### src/rtl/pc_seq_pkg.sv
// Purpose: shared types and select codes for the PC fetch sequencer.
// Latency: n/a (types and constants only).
// Backpressure: n/a.
// Contents: fetch FSM state enum and the 2-bit next-PC select codes reported on pc_sel_o.
package pc_seq_pkg;

  typedef enum logic [1:0] {
    BOOT  = 2'd0,
    FETCH = 2'd1,
    WAIT  = 2'd2
  } state_e;

  localparam logic [1:0] SEL_SEQ  = 2'b00;
  localparam logic [1:0] SEL_BR   = 2'b01;
  localparam logic [1:0] SEL_JMP  = 2'b10;
  localparam logic [1:0] SEL_TRAP = 2'b11;

endpackage

### src/rtl/pc_fetch_sequencer_if.sv
// Purpose: instruction-memory fetch port (req/ack handshake plus address).
// Latency: n/a (wires only).
// Backpressure: the master holds imem_req_o until the slave returns imem_ack_i.
// Ports: master drives imem_req_o/imem_addr_o and samples imem_ack_i; slave is the mirror.
interface pc_fetch_sequencer_if #(
  parameter int PC_W = 12
);
  logic            imem_req_o;
  logic [PC_W-1:0] imem_addr_o;
  logic            imem_ack_i;

  modport master (output imem_req_o, output imem_addr_o, input imem_ack_i);
  modport slave  (input imem_req_o, input imem_addr_o, output imem_ack_i);
endinterface

### src/rtl/pc_next_sel.sv
// Purpose: combinational next-PC priority select (jump > branch > sequential).
// Latency: 0 cycles, pure combinational.
// Backpressure: none; the caller decides when the result is consumed.
// Ports: current PC, jump/branch strobes+targets, pending redirect entry -> next PC, select code, misalign flag.
// Option: PC_MISALIGN_TRAP_EN turns misaligned redirect targets into a trap to TRAP_PC.
module pc_next_sel
  import pc_seq_pkg::*;
#(
  parameter int              PC_W    = 12,
  parameter logic [PC_W-1:0] TRAP_PC = PC_W'(12'hFF0)
) (
  input  logic [PC_W-1:0] pc_i,
  input  logic            jump_i,
  input  logic [PC_W-1:0] jump_target_i,
  input  logic            branch_taken_i,
  input  logic [PC_W-1:0] branch_target_i,
  input  logic            pend_vld_i,
  input  logic            pend_jmp_i,
  input  logic [PC_W-1:0] pend_tgt_i,
  output logic [PC_W-1:0] next_pc_o,
  output logic [1:0]      sel_o,
  output logic            misalign_o
);

  logic [PC_W-1:0] tgt;
  logic            redirect;

  always_comb begin
    tgt        = '0;
    redirect   = 1'b0;
    sel_o      = SEL_SEQ;
    misalign_o = 1'b0;
    // Sequential candidate wraps modulo 2^PC_W.
    next_pc_o  = pc_i + PC_W'(4);

    // A live strobe is newer than a pending entry of the same kind.
    if (jump_i) begin
      redirect = 1'b1; tgt = jump_target_i;   sel_o = SEL_JMP;
    end else if (pend_vld_i && pend_jmp_i) begin
      redirect = 1'b1; tgt = pend_tgt_i;      sel_o = SEL_JMP;
    end else if (branch_taken_i) begin
      redirect = 1'b1; tgt = branch_target_i; sel_o = SEL_BR;
    end else if (pend_vld_i) begin
      redirect = 1'b1; tgt = pend_tgt_i;      sel_o = SEL_BR;
    end

    if (redirect) begin
`ifdef PC_MISALIGN_TRAP_EN
      if (tgt[1:0] != 2'b00) begin
        next_pc_o  = TRAP_PC;
        sel_o      = SEL_TRAP;
        misalign_o = 1'b1;
      end else begin
        next_pc_o = tgt;
      end
`else
      next_pc_o = {tgt[PC_W-1:2], 2'b00};
`endif
    end
  end

`ifndef PC_MISALIGN_TRAP_EN
  // Trap address and target low bits only matter when the trap option is built in.
  logic unused_trap_bits;
  assign unused_trap_bits = ^{TRAP_PC, tgt[1:0]};
`endif

endmodule

### src/rtl/pc_fetch_sequencer.sv
// Purpose: owns the program counter, latches redirects and runs the imem req/ack fetch handshake.
// Latency: pc_o/pc_sel_o/instr_valid_o update one cycle after an accepted ack; zero-wait memory sustains one fetch per cycle.
// Backpressure: stall_i suppresses a new request; once issued, the request is held until imem_ack_i.
// Ports: clk, rst_n (async active-low), stall_i, branch/jump strobes+targets, imem (master fetch port),
//        pc_o, pc_sel_o, instr_valid_o, misalign_o. Option macro: PC_MISALIGN_TRAP_EN.
module pc_fetch_sequencer
  import pc_seq_pkg::*;
#(
  parameter int              PC_W     = 12,
  parameter logic [PC_W-1:0] RESET_PC = '0,
  parameter logic [PC_W-1:0] TRAP_PC  = PC_W'(12'hFF0)
) (
  input  logic                        clk,
  input  logic                        rst_n,
  input  logic                        stall_i,
  input  logic                        branch_taken_i,
  input  logic [PC_W-1:0]             branch_target_i,
  input  logic                        jump_i,
  input  logic [PC_W-1:0]             jump_target_i,
  pc_fetch_sequencer_if.master        imem,
  output logic [PC_W-1:0]             pc_o,
  output logic [1:0]                  pc_sel_o,
  output logic                        instr_valid_o,
  output logic                        misalign_o
);

  state_e          state_q, state_d;
  logic [PC_W-1:0] pc_q, pc_d;
  logic [1:0]      sel_q, sel_d;
  logic            instr_valid_q, instr_valid_d;
  logic            misalign_q, misalign_d;
  logic            pend_vld_q, pend_vld_d;
  logic            pend_jmp_q, pend_jmp_d;
  logic [PC_W-1:0] pend_tgt_q, pend_tgt_d;

  logic            req_c;
  logic            accept_c;
  logic [PC_W-1:0] next_pc_c;
  logic [1:0]      next_sel_c;
  logic            next_mis_c;

  pc_next_sel #(
    .PC_W    (PC_W),
    .TRAP_PC (TRAP_PC)
  ) u_next_sel (
    .pc_i            (pc_q),
    .jump_i          (jump_i),
    .jump_target_i   (jump_target_i),
    .branch_taken_i  (branch_taken_i),
    .branch_target_i (branch_target_i),
    .pend_vld_i      (pend_vld_q),
    .pend_jmp_i      (pend_jmp_q),
    .pend_tgt_i      (pend_tgt_q),
    .next_pc_o       (next_pc_c),
    .sel_o           (next_sel_c),
    .misalign_o      (next_mis_c)
  );

  // In WAIT the request is already committed, so stall_i no longer gates it.
  assign req_c    = (state_q == WAIT) || ((state_q == FETCH) && !stall_i);
  assign accept_c = req_c && imem.imem_ack_i;

  always_comb begin
    state_d       = state_q;
    pc_d          = pc_q;
    sel_d         = sel_q;
    pend_vld_d    = pend_vld_q;
    pend_jmp_d    = pend_jmp_q;
    pend_tgt_d    = pend_tgt_q;
    instr_valid_d = accept_c;
    misalign_d    = accept_c && next_mis_c;

    unique case (state_q)
      BOOT:    state_d = FETCH;
      FETCH:   if (req_c && !imem.imem_ack_i) state_d = WAIT;
      WAIT:    if (imem.imem_ack_i) state_d = FETCH;
      default: state_d = BOOT;
    endcase

    if (accept_c) begin
      // Strobes in this cycle are consumed directly; any pending entry is spent.
      pc_d       = next_pc_c;
      sel_d      = next_sel_c;
      pend_vld_d = 1'b0;
    end else if (jump_i) begin
      // A jump overwrites whatever is pending; a same-cycle branch is dropped.
      pend_vld_d = 1'b1;
      pend_jmp_d = 1'b1;
      pend_tgt_d = jump_target_i;
    end else if (branch_taken_i && !(pend_vld_q && pend_jmp_q)) begin
      pend_vld_d = 1'b1;
      pend_jmp_d = 1'b0;
      pend_tgt_d = branch_target_i;
    end
  end

  always_ff @(posedge clk or negedge rst_n) begin
    if (!rst_n) begin
      state_q       <= BOOT;
      pc_q          <= RESET_PC;
      sel_q         <= SEL_SEQ;
      instr_valid_q <= 1'b0;
      misalign_q    <= 1'b0;
      pend_vld_q    <= 1'b0;
      pend_jmp_q    <= 1'b0;
      pend_tgt_q    <= '0;
    end else begin
      state_q       <= state_d;
      pc_q          <= pc_d;
      sel_q         <= sel_d;
      instr_valid_q <= instr_valid_d;
      misalign_q    <= misalign_d;
      pend_vld_q    <= pend_vld_d;
      pend_jmp_q    <= pend_jmp_d;
      pend_tgt_q    <= pend_tgt_d;
    end
  end

  assign imem.imem_req_o  = req_c;
  assign imem.imem_addr_o = pc_q;
  assign pc_o             = pc_q;
  assign pc_sel_o         = sel_q;
  assign instr_valid_o    = instr_valid_q;
  assign misalign_o       = misalign_q;

endmodule

### src/flat_wrapper.sv
// flat-port wrapper written by rule: the top's interface ports become plain ports
module pc_fetch_sequencer_flat import pc_seq_pkg::*;
#(
  parameter int              PC_W     = 12,
  parameter logic [PC_W-1:0] RESET_PC = '0,
  parameter logic [PC_W-1:0] TRAP_PC  = PC_W'(12'hFF0)
)
  (clk, rst_n, stall_i, branch_taken_i, branch_target_i, jump_i, jump_target_i, pc_o, pc_sel_o, instr_valid_o, misalign_o, imem_imem_req_o, imem_imem_addr_o, imem_imem_ack_i);
  pc_fetch_sequencer_if #(.PC_W(PC_W)) imem_i ();
  input  logic clk;
  input  logic rst_n;
  input  logic stall_i;
  input  logic branch_taken_i;
  input  logic [PC_W-1:0] branch_target_i;
  input  logic jump_i;
  input  logic [PC_W-1:0] jump_target_i;
  output logic [PC_W-1:0] pc_o;
  output logic [1:0] pc_sel_o;
  output logic instr_valid_o;
  output logic misalign_o;
  output wire logic [$bits(imem_i.imem_req_o)-1:0] imem_imem_req_o;
  output wire logic [$bits(imem_i.imem_addr_o)-1:0] imem_imem_addr_o;
  input wire logic [$bits(imem_i.imem_ack_i)-1:0] imem_imem_ack_i;
  assign imem_imem_req_o = imem_i.imem_req_o;
  assign imem_imem_addr_o = imem_i.imem_addr_o;
  assign imem_i.imem_ack_i = imem_imem_ack_i;
  pc_fetch_sequencer #(.PC_W(PC_W), .RESET_PC(RESET_PC), .TRAP_PC(TRAP_PC)) u_core (.clk(clk), .rst_n(rst_n), .stall_i(stall_i), .branch_taken_i(branch_taken_i), .branch_target_i(branch_target_i), .jump_i(jump_i), .jump_target_i(jump_target_i), .imem(imem_i), .pc_o(pc_o), .pc_sel_o(pc_sel_o), .instr_valid_o(instr_valid_o), .misalign_o(misalign_o));
endmodule
### config.mk
export PLATFORM = sky130hd
export DESIGN_NAME = pc_fetch_sequencer_flat
export DESIGN_NICKNAME = d
export VERILOG_FILES = /design/src/rtl/pc_seq_pkg.sv /design/src/rtl/pc_fetch_sequencer_if.sv /design/src/rtl/pc_next_sel.sv /design/src/rtl/pc_fetch_sequencer.sv /design/src/flat_wrapper.sv
export SDC_FILE = /design/constraint.sdc
export NUM_CORES = 1
export LEC_CHECK = 0
export CAP_MARGIN = 20
export CORE_MARGIN = 2
export CORE_UTILIZATION = 35
export DETAILED_ROUTE_END_ITERATION = 10
export PLACE_DENSITY = 0.67
export SYNTH_ARGS = -nofsm -noshare
export SYNTH_HDL_FRONTEND = slang
export SYNTH_SLANG_ARGS = --single-unit
### constraint.sdc
create_clock -name clk -period 1.7 [get_ports clk]
set_input_delay 0.17 -clock clk [delete_from_list [all_inputs] [get_ports clk]]
set_output_delay 0.17 -clock clk [all_outputs]
set_load 0.02 [all_outputs]
After elaboration in Yosys (flattened, before gate mapping)
Cells that the tools add are included.

cells by class
  $add $sub $neg = 1
  multipliers = 0
  divide/modulo/power cells = 0
  magnitude comparators = 0
  equal/unequal tests = 4
  shift operators = 0
  mux-type cells = 23
  bitwise gates (word level) = 1
  reductions and logical operators = 14

operator list
  cell                     number
  $mux W12                 7
  $add A12 B3 Y12 const B  1
  $mux W1                  11
  $mux W2                  4
  $pmux W2 S3              1
  $logic_and A1 B1 Y1      5
  $ne A2 B2 Y1 const B     2
  $reduce_and A2 Y1        2
  $logic_not A1 Y1         3
  $reduce_bool A3 Y1       1
  $eq A2 B1 Y1 const B     1
  $eq A2 B2 Y1 const B     1
  $logic_not A2 Y1         1
  $reduce_bool A2 Y1       1
  $logic_or A1 B1 Y1       1
  $not A1 Y1               1

storage, ports and cells
  flip-flop bits (word level) = 31
  bits in latches = 0
  memory bits (writable) = 0
  bits in read-only memories = 0
  bits of input ports = 30
  output and inout port bits = 29
  word-level logic and storage cells = 50
  memories kept = 0

Depth between registers and ports, before layout
  word-level depth = 6
  mapped depth = 7
  depth with buffers taken out = 5

Hierarchy
From an unflattened synthesis, not the netlist that was laid out.

unflattened totals
  cell total of the unflattened synthesis = 174
  area total of the unflattened synthesis = 2,006.9 um^2

modules (own cells, without submodules)
  module              times used  cells an instance  area each (um^2)  sequential area each (um^2)
  pc_fetch_sequencer  1           103                1,515.2           800.8
  pc_next_sel         1           71                 491.7             0.0

Worst setup path before layout
OpenSTA, ideal clock, no wires.

  kind = register -> register
  start point = register u_core.pc_q[2], in the netlist u_core.imem.imem_addr_o[2]
  end point = register u_core.pc_q[11], in the netlist u_core.imem.imem_addr_o[11]
  setup time = 0.126 ns
  arrival = 1.649 ns
  data required time = 1.574 ns
  slack = -0.075 ns
  stages on the path, launching flop included = 5
  buffers on the path = 0
  period minus slack after synthesis = 1.775 ns
  cells stage by stage = dfrtp_1 -> nand3_2 -> or4_4 -> a21o_1 -> a221o_1

between the ends
  cells in the longest elaborated chain, start to end = 2

RTL lines
  item                      line                       text
  start: declaration        pc_fetch_sequencer.sv:28   logic [PC_W-1:0] pc_q, pc_d;
  start signal: assignment  pc_fetch_sequencer.sv:109  pc_q <= pc_d;
  $add A12 B3 Y12           pc_next_sel.sv:34          next_pc_o = pc_i + PC_W'(4);
  $mux W12                  pc_next_sel.sv:47          if (redirect) begin

No other way between the ends.
A chain may end at the register's enable or synchronous reset.

Final worst setup path
  start point = register u_core.pc_q[3], in the netlist u_core.imem.imem_addr_o[3]
  end point = register u_core.pc_q[11], in the netlist u_core.imem.imem_addr_o[11]

Same word-level chain as after synthesis.

==> metrics.yaml <==
slowest_stage_delay_cp_ps: 530
route.final.wire_length_mm: 4.64
regArea_sq_um: 682
post_synth_fa_ha_maj_area_fraction_pct: 0.734
synth-compound-area-share_pct: 29.1
layout_net_count: 292
drive_gt1_share_pct: 18.5
final.hold.worst_slack_ps: 270
antenna_found_initial: 0
crit_path_cell_trace: "nand3_2, or4_4, a21o_1, a221o_1"
setup_violations: 0
synth_simple_gate_area_share_pct: 15.3
numCtsBuffers: 3
area_growth_syn_to_layout_pct: 43.0
ys_seq_elements: 27
largest_family_of_logic_cells_by_synthesized_area: "compound AO/OA/AOI/OAI gates"
critical_path_peak_fanout: 6
synth_enable_flop_cells: 0
post_synth_mux_area_share_pct: 3.08
synth.area.top_cells: "sky130_fd_sc_hd__dfrtp_1, sky130_fd_sc_hd__o22ai_1, sky130_fd_sc_hd__buf_4"
via_per_inst: 5.19
crit_family: "simple AND/OR/NAND/NOR gates"
core_region_area_sq_mm: 0.00472
required_ps: 1870
ir_drop_mv: 0.648
antenna_violating_nets_post_route: 0
total_leakage_power_nw: 1.00
htreeDepth: 1
floorplan.die.height_microns: 73.8
synth_cell_types: 44
crit_slowest_cell: "sky130_fd_sc_hd__or4_4"
cap_violations: 0
post-cts-setup-buffers: 0
synth.cell_area_sq_mm: 0.00170
outcome: "finished, final reports clean"
gp_congestion: 0.838
fin_skew_ps: 4.44
multiInputGateArea_sq_um: 843
synth.yosys.warnings: 0
synth.avg_cell_area_sq_um: 8.69
initial_core_util_pct: 36.1
unrepaired_setup_endpoints_after_global_routing: "false"
finalHoldViolCount: 0
final.period_utilization_pct: 95.9
cp.arrival_ps: 1800
setup_slack_ps: 69.3
endpoint_kind: "flop"
antennaDiodeCount: 0
min_path_type: "input pin to async pin"
drv_slew: 0
grt_pass1_wl_mm: 7.70
synth.largest_area_cell: "sky130_fd_sc_hd__dfrtp_1"
synthXorXnorAreaFrac_pct: 0
worst_skew_pair.late_latency_ps: 270
pwr_density_cell_mw_per_mm2: 1280
start_kind: "flop"
async_set_or_reset_flop_fraction_in_the_synthesized_netlist_pct: 100
synth_top_area_share_pct: 39.6
final_period_minus_worst_setup_slack_ps: 1630
cp_num_buf_inv: 0
drc: 0
path_class: "flop to flop"
io_pins: 59
highest_clock_rate_mhz: 613
grt_max_degree: 28
design.die.area_sq_mm: 0.00544
pre_cts_worst_setup_slack_ps: -137
syn-instance-count: 196
tritoncts: "done"
detailedRoute.firstIterationViolations: 125
num_rows: 25
cts_buffer_depth: 2
avgRoutedWirePerCell_microns: 14.2
die_width_microns: 73.8
clk_transition_reported_paths_ps: 90
grt_remaining_overflow: 0
synth_sequential_area_ratio_pct: 39.6
via_count_of_the_first_global_routing_pass: 1638
dominantRegCellSynth: "sky130_fd_sc_hd__dfrtp_1"
hpwl_mm: 3.56
cts_root_buf: "sky130_fd_sc_hd__clkbuf_8"
clock_sinks: 27
num-fill-cells: 445
vias: 1697
gr-usage-all-layers_pct: 18.0
i_o_buffers: 49
detail_route.first_pass.iterations: 4
==> final timing paths <==
kind | from | end | slack, ps | cells past startpoint
setup / recovery | u_core.imem.imem_addr_o[3]$_DFFE_PN0N_ | u_core.imem.imem_addr_o[11]$_DFFE_PN0N_ | 70 | 4
hold / removal | rst_n | u_core.instr_valid_o$_DFF_PN0_ | 270 | 2
setup reg to reg | u_core.imem.imem_addr_o[3]$_DFFE_PN0N_ | u_core.imem.imem_addr_o[11]$_DFFE_PN0N_ | 70 | 4
hold reg to reg | u_core.pc_sel_o[0]$_DFFE_PN0N_ | u_core.pc_sel_o[0]$_DFFE_PN0N_ | 490 | 1
max in group asynchronous | rst_n | u_core.pend_vld_q$_DFFE_PN0P_ | 1140 | 2
min in group clk | u_core.pc_sel_o[0]$_DFFE_PN0N_ | u_core.pc_sel_o[0]$_DFFE_PN0N_ | 490 | 1
==> cell usage after synthesis, drive strengths merged (6+ instances only) <==
library cell,n
nor2,8
inv,8
clkbuf,6
nand3,10
o21ai,8
o22ai,20
buf,22
dfrtp,27
nand2,14
a21oi,21
==> power by group <==
part | internal, mW | switching, mW | leakage (nW) | total (mW)
clock network | 0.168 | 0.201 | 0.0228 | 0.369
registers | 0.840 | 0.166 | 0.308 | 1.01
logic | 0.876 | 0.875 | 0.672 | 1.75
total | 1.88 | 1.24 | 1.00 | 3.12
==> layout make-up <==
| type | count | area share, % |
|---|---|---|
| Clock buffer | 4 | 1.85 |
| Inverter | 8 | 1.23 |
| Multi-Input combinational cell | 137 | 34.6 |
| Sequential cell | 27 | 28.0 |
| Tap cell | 67 | 3.44 |
| Timing Repair Buffer | 84 | 30.9 |
==> worst register-to-register path, delay by kind of cell (launching register included) <==
family,cells,cell delay [ps]
flip-flops,1,430
AND/OR/NAND/NOR,2,630
AO/OA/AOI/OAI,2,470
==> cells in the final DEF, fill, tap and decap left out, drive strengths merged, types with 4 or more instances in the layout <==
master         count
dfrtp             27
clkbuf             4
nor2               8
o21ai              8
a21oi             21
inv                8
o22ai             20
nand2             14
conb               5
nand3             10
clkdlybuf4s50     48
buf               35
==> routing by layer <==
layer | routed length [microns] | track usage [%] | vias up
met5 | 0 | 0 | -
met4 | 17 | 2.22 | 0
met3 | 184 | 2.88 | 2
met2 | 2280 | 30.0 | 52
met1 | 2160 | 25.3 | 804
li1 | - | - | 839
==> stage by stage <==
stage,util [%],instance area (sq um),setup TNS (ps),power (mW),cells
after floorplan,-,1720,0,2.04,200
after global placement,50.6,2390,-860,2.74,323
after CTS,51.5,2430,0,3.14,327
after detailed placement,50.6,2390,-1630,2.77,323
after global routing,51.6,2440,0,3.34,327
final,51.6,2440,0,3.12,327
==> registers in the layout, indices dropped and copies added (netlist names) <==
signal                   count
u_core.pc_sel_o              2
u_core.state_q               2
u_core.pend_jmp_q            1
u_core.instr_valid_o         1
u_core.pend_tgt_q           10
u_core.pend_vld_q            1
u_core.imem.imem_addr_o     10
==> cell families (layout without fill, tap and decap cells) <==
family | count (synthesis) | after routing
AND/OR/NAND/NOR | 50 | 50
adder cells (fa/ha/maj) | 1 | 1
buffers and inverters | 36 | 96
multiplexers | 5 | 5
flip-flops | 27 | 27
other | 1 | 5
AO/OA/AOI/OAI | 76 | 76
==> repair_timing <==
item	4_1_cts	5_1_grt
endpoints found under the setup margin	1	3
hold endpoints to repair	0	0
gates cloned	0	0
gates resized for setup	1	2
pin swaps	0	1
hold buffers	0	0
Power figures use the tool's default switching activity.
